**src/rtl/ready_counter_pkg.sv**
```systemverilog
// Shared types and parameter defaults for the register-ready event counter.
// The debug struct mirrors the FSM state and reset synchronizer stages.
package ready_counter_pkg;

  localparam int unsigned DEPTH_DEFAULT         = 16;
  localparam int unsigned AUTO_RESTART_DEFAULT  = 0;
  localparam int unsigned ALMOST_MARGIN_DEFAULT = 1;

  typedef enum logic [1:0] {
    IDLE     = 2'd0,
    COUNTING = 2'd1,
    FULL     = 2'd2
  } state_t;

  typedef struct packed {
    state_t state;
    logic   arm;
    logic   rst_sync_n;
  } dbg_t;

endpackage

```
**src/rtl/ready_counter_reset_sync.sv**
```systemverilog
// Asynchronous-assert, synchronous-deassert reset synchronizer (two flops).
// Both stages clear immediately when rst_n_i falls and fill with ones after release.
module reset_sync (
  input  logic clk_i,
  input  logic rst_n_i,
  output logic arm_o,
  output logic rst_sync_n_o
);

  logic [1:0] sync_q;

  always_ff @(posedge clk_i or negedge rst_n_i) begin
    if (!rst_n_i) begin
      sync_q <= 2'b00;
    end else begin
      sync_q <= {sync_q[0], 1'b1};
    end
  end

  assign arm_o        = sync_q[0];
  assign rst_sync_n_o = sync_q[1];

endmodule

```
**src/rtl/ready_counter.sv**
```systemverilog
// Counts rising edges of register_ready up to DEPTH, with full/almost_full
// flags and a one-cycle full_pulse; optionally wraps back to zero after full.
module ready_counter
  import ready_counter_pkg::*;
#(
  parameter int unsigned DEPTH         = DEPTH_DEFAULT,
  parameter int unsigned AUTO_RESTART  = AUTO_RESTART_DEFAULT,
  parameter int unsigned ALMOST_MARGIN = ALMOST_MARGIN_DEFAULT
) (
  input  logic                       register_ready,
  input  logic                       rst_n,
  output logic                       full,
  output logic [$clog2(DEPTH+1)-1:0] count,
  output logic                       almost_full,
  output logic                       full_pulse,
  output dbg_t                       dbg_o
);

  localparam int unsigned CW = $clog2(DEPTH + 1);
  localparam logic [CW-1:0] DEPTH_C = CW'(DEPTH);
  localparam logic [CW-1:0] AF_TH_C = CW'(DEPTH - ALMOST_MARGIN);
  localparam logic [CW-1:0] ONE_C   = CW'(1);

  if (DEPTH < 2 || DEPTH > 65535) begin : g_bad_depth
    $fatal(1, "ready_counter: DEPTH must be in 2..65535");
  end
  if (ALMOST_MARGIN < 1 || ALMOST_MARGIN >= DEPTH) begin : g_bad_margin
    $fatal(1, "ready_counter: ALMOST_MARGIN must be in 1..DEPTH-1");
  end
  if (AUTO_RESTART > 1) begin : g_bad_restart
    $fatal(1, "ready_counter: AUTO_RESTART must be 0 or 1");
  end

  logic   arm;
  logic   rst_sync_n;
  state_t state_q, state_d;
  logic [CW-1:0] cnt_q, cnt_d;
  logic   pulse_q, pulse_d;

  reset_sync u_reset_sync (
    .clk_i        (register_ready),
    .rst_n_i      (rst_n),
    .arm_o        (arm),
    .rst_sync_n_o (rst_sync_n)
  );

  // Counter flops clear straight from rst_n so assertion is immediate. While
  // the first synchronizer stage is low the next state equals the reset value,
  // so a release near an edge cannot disturb them; that stage going high lets
  // the second edge after release be the first one counted.
  always_ff @(posedge register_ready or negedge rst_n) begin
    if (!rst_n) begin
      state_q <= IDLE;
      cnt_q   <= '0;
      pulse_q <= 1'b0;
    end else begin
      state_q <= state_d;
      cnt_q   <= cnt_d;
      pulse_q <= pulse_d;
    end
  end

  always_comb begin
    state_d = state_q;
    cnt_d   = cnt_q;
    case (state_q)
      IDLE: begin
        if (arm) begin
          state_d = COUNTING;
          cnt_d   = ONE_C;
        end
      end
      COUNTING: begin
        cnt_d = cnt_q + ONE_C;
        if (cnt_d == DEPTH_C) begin
          state_d = FULL;
        end
      end
      FULL: begin
        if (AUTO_RESTART != 0) begin
          state_d = IDLE;
          cnt_d   = '0;
        end
      end
      default: begin
        state_d = IDLE;
        cnt_d   = '0;
      end
    endcase
    pulse_d = (state_d == FULL) && (state_q != FULL);
  end

  assign full        = (state_q == FULL);
  assign count       = cnt_q;
  assign almost_full = (cnt_q >= AF_TH_C);
  assign full_pulse  = pulse_q;

  assign dbg_o.state      = state_q;
  assign dbg_o.arm        = arm;
  assign dbg_o.rst_sync_n = rst_sync_n;

endmodule

```
**config.mk**
```make
export PLATFORM = sky130hd
export DESIGN_NAME = ready_counter
export DESIGN_NICKNAME = d
export VERILOG_FILES = /design/src/rtl/ready_counter_pkg.sv /design/src/rtl/ready_counter_reset_sync.sv /design/src/rtl/ready_counter.sv
export SDC_FILE = /design/constraint.sdc
export NUM_CORES = 1
export LEC_CHECK = 0
export BUFFER_PORTS_ARGS = -buffer_cell sky130_fd_sc_hd__clkbuf_2
export CORE_AREA = 8 8 45 47
export CTS_CLUSTER_DIAMETER = 80
export DETAILED_ROUTE_END_ITERATION = 10
export DIE_AREA = 0 0 53 55
export PLACE_DENSITY_LB_ADDON = 0.08
export SYNTH_ARGS = -nofsm -noshare
export SYNTH_HDL_FRONTEND = slang
export SYNTH_SLANG_ARGS = --single-unit
```
**constraint.sdc**
```tcl
create_clock -name register_ready -period 1.6 [get_ports register_ready]
set_clock_uncertainty 0.2 [all_clocks]
set_input_delay 0.32 -clock register_ready [delete_from_list [all_inputs] [get_ports register_ready]]
set_output_delay 0.32 -clock register_ready [all_outputs]
set_load 0.005 [all_outputs]
```
Word level (Yosys, flattened, before mapping)
Index checks and enable logic that the tools add are counted.
W data, S select, Z words.
- add/subtract/negate cells: 1
- multiplexer cells: 5
- reductions and logical operators: 3
- eq/ne operators: 6
- order comparisons: 1
- bitwise logic cells: 1
- operators with widths (operator ; count):
    $pmux W5 S3 ; 1
    $pmux W2 S3 ; 1
    $add A5 B1 Y5 const B ; 1
    $eq A5 B5 Y1 const B ; 1
    $ge A5 B4 Y1 const B ; 1
    $mux W5 ; 1
    $eq A2 B2 Y1 const B ; 2
    $mux W2 ; 2
    $eq A2 B1 Y1 const B ; 1
    $logic_not A2 Y1 ; 1
    $ne A2 B1 Y1 const B ; 1
    $ne A2 B2 Y1 const B ; 1
    $reduce_and A2 Y1 ; 1
    $logic_and A1 B1 Y1 ; 1
    $not A1 Y1 ; 1
- word-level logic and storage cells: 21
- bits of input ports: 2
- output and inout bits: 12
- bits in registers: 10

Depth between registers and ports, before layout
Gate-level depths: netlist (run 1).
- depth in word-level cells: 6
- depth in mapped cells: 6
- depth with buffers taken out: 6

Hierarchy
From an unflattened synthesis (run 1), not the netlist that was laid out.
- cell total of the unflattened synthesis: 41
- area total of the unflattened synthesis: 465.4 sq um
- modules (own cells, without submodules) (module ; instances ; cells each ; area each (sq um)):
    ready_counter ; 1 ; 38 ; 411.6
    reset_sync ; 1 ; 3 ; 53.8

Worst setup path after synthesis (run 1)
Ideal clock, no wire load.
- path type: register to register
- start point: register cnt_q[0] (netlist: count[0])
- end point: register state_q[1]
- setup slack: -0.209 ns
- cell stages (with the launch flop): 7
- path buffers: 0
- arrival: 1.526 ns
- required time: 1.317 ns
- setup time: 0.083 ns
- cell sequence: dfrtp_1 > ha_1 > nand2_1 > nor2_1 > ha_1 > or3_1 > o22ai_1
- cells in the longest elaborated chain, start to end: 4
- ends and longest elaborated chain (item ; RTL line ; source):
    from (decl) ; ready_counter.sv:37 ; logic [CW-1:0] cnt_q, cnt_d;
    from (signal assigned) ; ready_counter.sv:58 ; cnt_q <= cnt_d;
    $add A5 B1 Y5 ; ready_counter.sv:74 ; cnt_d = cnt_q + ONE_C;
    $eq A5 B5 Y1 ; ready_counter.sv:75 ; if (cnt_d == DEPTH_C) begin
    $mux W2 ; ready_counter.sv:75 ;
    $pmux W2 S3 ; ready_counter.sv:66 ; case (state_q)
    via state_d[1] ; ready_counter.sv:36 ; state_t state_q, state_d;
    to (signal assigned) ; ready_counter.sv:57 ; state_q <= state_d;
    to (decl) ; ready_counter.sv:36 ;
The timed path passes the listed nets, and every way through them passes these cells.
A chain may end at the register's enable or synchronous reset.

Final worst setup path (run 1)
- start point: register cnt_q[1] (netlist: count[1])
- end point: output port almost_full
- cells in the longest elaborated chain, start to end: 1
- ends and longest elaborated chain (item ; RTL line ; source):
    $ge A5 B4 Y1 ; ready_counter.sv:95 ; assign almost_full = (cnt_q >= AF_TH_C);
    to (decl) ; ready_counter.sv:14 ; output logic almost_full,
No other way between the ends.

==> results of run 1 <==
[flip-flops by register name (all words and copies together), names as in the netlist]
register             flops
full_pulse               1
state_q                  2
count                    5
u_reset_sync.sync_q      2
[cells in the mapped netlist]
cell | instances | share of area [%]
a21oi_1 | 1 | 1.1
a32o_1 | 1 | 2.2
buf_4 | 2 | 3.3
conb_1 | 1 | 0.81
dfrtp_1 | 10 | 54
ha_1 | 2 | 5.4
inv_1 | 3 | 2.4
mux2i_1 | 1 | 2.2
nand2_1 | 2 | 1.6
nand2b_2 | 1 | 1.9
nand3_1 | 1 | 1.1
nand4b_1 | 1 | 1.9
nor2_1 | 4 | 3.3
o21ai_0 | 2 | 2.2
o21ba_2 | 1 | 2.2
o22ai_1 | 1 | 1.4
o2bb2ai_1 | 3 | 5.7
or3_1 | 1 | 1.4
xnor2_1 | 3 | 5.7
[power by group]
part | leakage (nW) | total, mW | switching, mW | internal (mW)
logic | 0.162 | 0.729 | 0.342 | 0.386
clock network | 0.0210 | 0.224 | 0.0855 | 0.138
registers | 0.120 | 0.431 | 0.0821 | 0.349
total | 0.303 | 1.38 | 0.510 | 0.873
[worst max-delay path, delay by kind of cell, from the launching register on]
family | cells | cell delay, ns
flops | 1 | 0.38
fa+ha+maj | 2 | 0.35
simple gates | 3 | 0.19
buf+inv | 1 | 0.12
compound gates | 1 | 0.06
[how the worst max path moves through the flow]
| stage | from | end | slack, ns | depth (start not counted) |
|---|---|---|---|---|
| global placement | count[0] | state_q[1] | -0.13 | 6 |
| CTS | count[0] | almost_full | -0.27 | 7 |
| floorplan | count[0] | state_q[1] | -0.14 | 6 |
| global route | count[1] | almost_full | -0.38 | 7 |
| finish | count[1] | almost_full | -0.28 | 7 |
| detailed placement | count[1] | state_q[1] | -0.13 | 6 |
[what timing repair did]
item                                   4_1_cts  5_1_grt
hold buffers                                 1        0
pin swaps                                    1        4
setup endpoints to repair                    4        4
endpoints found under the hold margin       10        0
resized for setup                            3        9
[per-layer routing]
metal	vias up	global-route usage [%]	wire (µm)
met1	188	9.443	425
li1	186	-	-
met5	-	0	0
met2	14	13.67	540
met4	0	6.466	12
met3	2	4.278	117
[cell families after synthesis]
logic type,Yosys count,share of synthesized area [%]
other cells,1,0.8144
simple gates,10,11.14
fa+ha+maj,2,5.434
buf+inv,5,5.705
flops,10,54.35
xor+xnor,3,5.708
compound gates,9,14.68
mux,1,2.174
[final cells by class]
cell class,count,area [µm²]
fill,131,719.4
sequential,10,251.5
multi-input combinational,26,225.2
timing repair buffer,20,120.1
clock buffer,4,36.28
tap,16,20.02
inverter,3,11.26
[per-stage QoR]
stage | utilization, % | hold slack, ns | setup TNS, ns | cell area (µm²) | cells
after floorplan | - | -0.1756 | -0.3285 | 462.9 | 41
after detailed placement | 41.77 | 0.002371 | -0.3345 | 578.1 | 74
after CTS | 45.48 | 0.2400 | -0.6172 | 629.4 | 79
after global placement | 41.77 | -0.006455 | -0.3203 | 578.1 | 74
final | 48.01 | 0.2393 | -0.5473 | 664.4 | 79
after global routing | 48.01 | 0.2671 | -0.7960 | 664.4 | 79
==> out/summary.txt, run 1 <==
clock sinks: 10
Max-Cap Viols: 0
outcome: finished with violations
final wirelength: 1096 µm
FF-to-FF path depth: 6
VDD IR-drop max: 0.8403 mV
post-CTS setup buffers: 0
Synth warnings: 0
period utilization: 117.5%
max-slew violations: 0
Antenna Nets Post-Route: 0
cell depth of the worst hold path: 0
CP startpoint kind: register
FP Rows: 14
Starting DRT DRC Count: 10
worst hold-check path type: reg2reg
smallest setup slack after layout: -0.2803 ns
slowest CP cell: dfrtp_1
kind of critical path: reg2out
clock buffer depth: 2
Max FO, Critical Path: 2
syn_nets: 45
R2R Setup Slk: -0.13 ns
Die W: 53 µm
DP Worst Slack: -0.1306 ns
average instance area after synthesis: 11.23 µm²
worst hold path startpoint: u_reset_sync.sync_q[0]
DR WL/cell: 13.87 µm
Hold Vio Cnt, Final: 0
initial antenna violation count: 0
IO buf count: 13
Die Area: 2915 µm²
Cells after Synth: 41
TritonCTS Buffers: 3
nature of the critical path endpoint: output pin
routed vias/inst: 4.937
commonest non-fill, non-tap cell in the layout: clkbuf_2
CTS Root Cell: clkbuf_4
Ant. Diodes: 0
dpl hpwl: 843.3 µm
area delta synth->final: 44.29%
H-tree levels: 1
Achievable Freq: 531.8 MHz
DRT Pass-1 Iters: 4
Clk pin slew, worst setup/hold paths: 0.07 ns
Yosys reg bits: 10
GR Util All Layers: 8.911%
post-synth cell types: 19
reg-to-reg critical path startpoint: count[1]
r2r endpoint: state_q[1]
layout cell share with drive strength beyond 1: 53.97%
Core ar.: 1384 µm²
Pwr Total: 1.383 mW
worst-path cell chain: ha_2 > nand2_2 > nor2_4 > ha_4 > nor2_2 > o21ai_1 > buf_2
Vias: 390
Finish-stage setup viols: 4
leakage power: 0.3030 nW
number of global-route vias before repair: 421
RD Place Congestion: 0.7832
DIE HEIGHT: 55 µm
synthesized area: 460.4 µm²
register area share after synthesis: 54.35%
GRT Residual Overflow: 0
failing checks: negative setup slack
most frequent cells in the layout: clkbuf_2 (12), dfrtp_1 (9), buf_4 (6)
initial cell density of the core: 33.27%
WP data required: 1.08 ns
Nets: 68
unrepaired setup endpoints after global routing: yes
Hold Path End: u_reset_sync.sync_q[1]
DRC: 0
first-pass GRT wire length: 1856 µm
Crit path largest cell delay: 0.38 ns
min cycle time layout: 1.880 ns
io pins: 14
CTS tree: yes
later-pin clock latency in the skew report: 0.26 ns
largest net degree at the start of global routing: 11
PwrDens: 2082 nW/µm²
critical path arrival: 1.36 ns
No activity file was read; power rests on OpenSTA's default activity.
==> run 2, diff against run 1 <==
--- a/config.mk
+++ b/config.mk
@@ -6,10 +6,11 @@
 export NUM_CORES = 1
 export LEC_CHECK = 0
 export BUFFER_PORTS_ARGS = -buffer_cell sky130_fd_sc_hd__clkbuf_2
-export CORE_AREA = 8 8 45 47
+export CORE_AREA = 4 4 41 43
 export CTS_CLUSTER_DIAMETER = 80
 export DETAILED_ROUTE_END_ITERATION = 10
-export DIE_AREA = 0 0 53 55
+export DIE_AREA = 0 0 45 47
+export MAX_ROUTING_LAYER = met4
 export PLACE_DENSITY_LB_ADDON = 0.08
 export SYNTH_ARGS = -nofsm -noshare
 export SYNTH_HDL_FRONTEND = slang
==> out/summary.txt, run 2 (synthesized netlist as in run 1, its figures left out) <==
FF-to-FF path depth: 6
Max FO, Critical Path: 2
nature of the critical path endpoint: output pin
smallest setup slack after layout: -0.3235 ns
clock sinks: 10
DR WL/cell: 13.81 µm
cell-internal power: 0.8653 mW
VDD IR-drop max: 0.9212 mV
Starting DRT DRC Count: 7
area delta synth->final: 44.84%
max FFs per register: 5
switch share: 37.09%
number of global-route vias before repair: 428
clock buffer depth: 2
worst-path cell chain: ha_2 > nand2_2 > nor2_2 > ha_4 > nor2_2 > o21ai_1 > buf_2
TritonCTS Buffers: 3
Clock Power Share: 12.1%
worst hold-check path type: in2async
RD Place Congestion: 0.7911
Ant. Diodes: 0
Achievable Freq: 519.9 MHz
Antenna Nets Post-Route: 0
H-tree levels: 1
max-slew violations: 0
Die W: 45 µm
r2r endpoint: state_q[1]
Seq pwr share: 30.7%
initial antenna violation count: 0
DRC: 0
setup TNS: -0.5998 ns
dpl hpwl: 849.8 µm
failing checks: negative setup slack
critical path arrival: 1.40 ns
largest net degree at the start of global routing: 11
Nets: 72
PwrDens: 2063 nW/µm²
final wirelength: 1119 µm
later-pin clock latency in the skew report: 0.26 ns
DRT Pass-1 Iters: 4
FP Rows: 13
GRT Residual Overflow: 0
Fillers: 139
Max-Cap Viols: 0
kind of critical path: reg2out
slowest CP cell: dfrtp_1
combinational power share: 57.2%
CTS Root Cell: clkbuf_4
Area after DPL: 584.3 µm²
Vias: 411
routed vias/inst: 5.074
Final Cell Area: 666.9 µm²
IO buf count: 13
io pins: 14
first-pass GRT wire length: 1938 µm
Core ar.: 1301 µm²
DP Worst Slack: -0.1229 ns
Psw: 0.5102 mW
Hold Vio Cnt, Final: 0
initial cell density of the core: 35.38%
min cycle time layout: 1.924 ns
WP data required: 1.08 ns
hold slack: 0.2612 ns
post-layout utilization of the core: 51.25%
leakage power: 0.3151 nW
GR Util All Layers: 13.72%
period utilization: 120.2%
Crit path largest cell delay: 0.39 ns
unrepaired setup endpoints after global routing: yes
Die Area: 2115 µm²
CTS tree: yes
R2R Setup Slk: -0.13 ns
most frequent cells in the layout: clkbuf_2 (12), dfrtp_1 (10), buf_4 (10)
CP startpoint kind: register
Finish-stage setup viols: 4
critical path's most frequent cell: nor2_2
outcome: finished with violations
Clk pin slew, worst setup/hold paths: 0.06 ns
layout cell share with drive strength beyond 1: 53.03%
DIE HEIGHT: 47 µm
commonest non-fill, non-tap cell in the layout: clkbuf_2
reg-to-reg critical path startpoint: count[0]
[run 2: changes by cell type in the layout (fill, tap and decap cells not counted)]
cell,previous run,this run
nor2_2,2,3
buf_4,6,10
o22ai_2,1,0
dfrtp_2,1,0
o22ai_1,0,1
nor2_4,1,0
clkbuf_8,1,0
dfrtp_1,9,10
[run 2: area by class of cell]
class	count	area, µm²	share of cell area (%)
Inverter	3	11.26	1.689
Multi-Input combinational cell	26	214.0	32.08
Clock buffer	3	22.52	3.377
Sequential cell	10	250.2	37.52
Tap cell	15	18.77	2.814
Timing Repair Buffer	24	150.1	22.51
[run 2: per-layer routing]
layer	wire, µm	vias to the layer above	track usage [%]
li1	-	193	-
met1	474	197	14.39
met2	548	19	23.73
met3	90	2	5.747
met4	4	0	3.509
met5	0	-	-
[run 2: power by group through the flow]
stage,Combinational (mW),Clock (mW),Sequential [mW]
final,0.787,0.166,0.423
after global routing,0.870,0.188,0.432
after CTS,0.731,0.172,0.422
after detailed placement,0.686,0,0.424
after global placement,0.666,0,0.421
after floorplan,0.326,0,0.461
[run 2: what timing repair did]
| action | CTS | global route |
|---|---|---|
| buffers inserted | 1 | 2 |
| resized for setup | 4 | 5 |
| pin swaps | 1 | 2 |
| endpoints found under the hold margin | 10 | 0 |
| hold buffers | 1 | 0 |
| setup endpoints to repair | 4 | 4 |
[run 2: worst max-delay path by stage]
| stage | endpoint | startpoint |
|---|---|---|
| floorplan | state_q[1] | count[0] |
| global placement | state_q[1] | count[0] |
| detailed placement | state_q[1] | count[0] |
| CTS | almost_full | count[0] |
| global route | almost_full | count[0] |
| finish | almost_full | count[0] |
[run 2: critical path: cells and delay by family, from the launching register on]
kind | cells | cell delay [ns]
compound gates | 1 | 0.07
fa+ha+maj | 2 | 0.35
buf+inv | 1 | 0.13
flops | 1 | 0.39
simple gates | 3 | 0.22
[run 2: metrics by stage]
| stage | total power, mW | instances |
|---|---|---|
| after floorplan | 0.7866 | 41 |
| after global placement | 1.087 | 74 |
| after detailed placement | 1.110 | 74 |
| after CTS | 1.326 | 79 |
| after global routing | 1.490 | 81 |
| final | 1.375 | 81 |
==> run 3, diff against run 2 <==
--- a/config.mk
+++ b/config.mk
@@ -7,6 +7,7 @@
 export LEC_CHECK = 0
 export BUFFER_PORTS_ARGS = -buffer_cell sky130_fd_sc_hd__clkbuf_2
 export CORE_AREA = 4 4 41 43
+export CTS_BUF_LIST = sky130_fd_sc_hd__clkbuf_2
 export CTS_CLUSTER_DIAMETER = 80
 export DETAILED_ROUTE_END_ITERATION = 10
 export DIE_AREA = 0 0 45 47
==> out/summary.txt, run 3 (synthesized netlist as in run 1, its figures left out) <==
outcome: finished with violations
failing checks: negative setup slack
DR WL/cell: 14.50 µm
TritonCTS Buffers: 3
most frequent cells in the layout: clkbuf_2 (15), dfrtp_1 (10), buf_4 (9)
Achievable Freq: 521.4 MHz
first-pass GRT wire length: 1952 µm
Clk pin slew, worst setup/hold paths: 0.09 ns
max-slew violations: 0
WP depth: 7
Starting DRT DRC Count: 6
layout cell share with drive strength beyond 1: 53.85%
post-layout utilization of the core: 50.96%
Fillers: 145
Critical Path End: almost_full
Hold Vio Cnt, Final: 0
largest net degree at the start of global routing: 11
crit path from: count[0]
unrepaired setup endpoints after global routing: yes
clock buffer depth: 2
GRT Residual Overflow: 0
H-tree levels: 1
worst-path cell chain: ha_2 > nand2_2 > nor2_4 > ha_4 > nor2_2 > o21ai_1 > buf_2
Max FO, Critical Path: 2
r2r endpoint: state_q[1]
Die Area: 2115 µm²
Pwr Total: 1.354 mW
dpl hpwl: 849.8 µm
io pins: 14
DP Worst Slack: -0.1229 ns
number of global-route vias before repair: 430
R2R Setup Slk: -0.10 ns
kind of critical path: reg2out
FP Rows: 13
Antenna Nets Post-Route: 0
routed vias/inst: 5.113
DRC: 0
Nets: 71
Ant. Diodes: 0
later-pin clock latency in the skew report: 0.24 ns
final wirelength: 1160 µm
DIE HEIGHT: 47 µm
CTS tree: yes
clock sinks: 10
nature of the critical path endpoint: output pin
worst hold-check path type: in2async
reg-to-reg critical path startpoint: count[0]
CTS Root Cell: clkbuf_2
GR Util All Layers: 13.80%
VDD IR-drop max: 0.8559 mV
CP startpoint kind: register
commonest non-fill, non-tap cell in the layout: clkbuf_2
Core ar.: 1301 µm²
critical path arrival: 1.40 ns
Max-Cap Viols: 0
Crit path largest cell delay: 0.40 ns
IO buf count: 13
min cycle time layout: 1.918 ns
crit-path leading delay family: flip-flops
setup TNS: -0.5478 ns
area delta synth->final: 44.02%
Die W: 45 µm
FF-to-FF path depth: 6
initial cell density of the core: 35.38%
PwrDens: 2042 nW/µm²
period utilization: 119.9%
RD Place Congestion: 0.7911
slowest CP cell: dfrtp_1
Vias: 409
Finish-stage setup viols: 4
initial antenna violation count: 0
max FFs per register: 5
leakage power: 0.3109 nW
DRT Pass-1 Iters: 4
Worst Path Buf+Inv: 1
smallest setup slack after layout: -0.3179 ns
WP data required: 1.08 ns
-- run 3: through the flow --
stage | hold WS (ns) | cell area (µm²) | instances
floorplan | -0.1756 | 462.9 | 41
global placement | -0.006399 | 584.3 | 74
detailed placement | 0.0006821 | 584.3 | 74
CTS | 0.2640 | 629.4 | 79
global route | 0.2686 | 663.1 | 80
finish | 0.2728 | 663.1 | 80
-- run 3: cell type report --
type                    instances  area [µm²]  area share (%)
well taps                      15       18.77           2.830
flip-flops and latches         10       250.2           37.74
inverters                       3       11.26           1.698
clock buffers                   3       15.01           2.264
repair buffers                 23       142.6           21.51
multi-input cells              26       225.2           33.96
-- run 3: worst min-delay path by stage --
stage	start	end	slack [ns]	depth (start not counted)
finish	rst_n	full_pulse	0.27	2
global route	rst_n	state_q[0]	0.27	2
CTS	rst_n	state_q[0]	0.26	2
detailed placement	rst_n	full_pulse	0.0007	1
global placement	rst_n	full_pulse	-0.006	1
floorplan	rst_n	count[0]	-0.18	0
-- run 3: routing by layer --
metal  track usage, %  vias up  wire length, µm
li1                 -      188                -
met1            14.15      198              467
met2            23.16       19              588
met3            6.513        4               80
met4            4.678        0               23
met5                -        -                0
-- run 3: where the power goes --
| part | switching [mW] | internal [mW] | leakage [nW] |
|---|---|---|---|
| logic | 0.372 | 0.430 | 0.178 |
| registers | 0.0784 | 0.345 | 0.121 |
| clock network | 0.0772 | 0.0512 | 0.0125 |
| total | 0.528 | 0.826 | 0.311 |
-- run 3: repair_timing --
action | CTS | global route
pin swaps | 1 | 1
buffers inserted | 1 | 1
gates cloned | 0 | 0
hold buffers | 1 | 0
gates resized for setup | 5 | 6
hold endpoints to repair | 10 | 0
setup endpoints to repair | 4 | 4
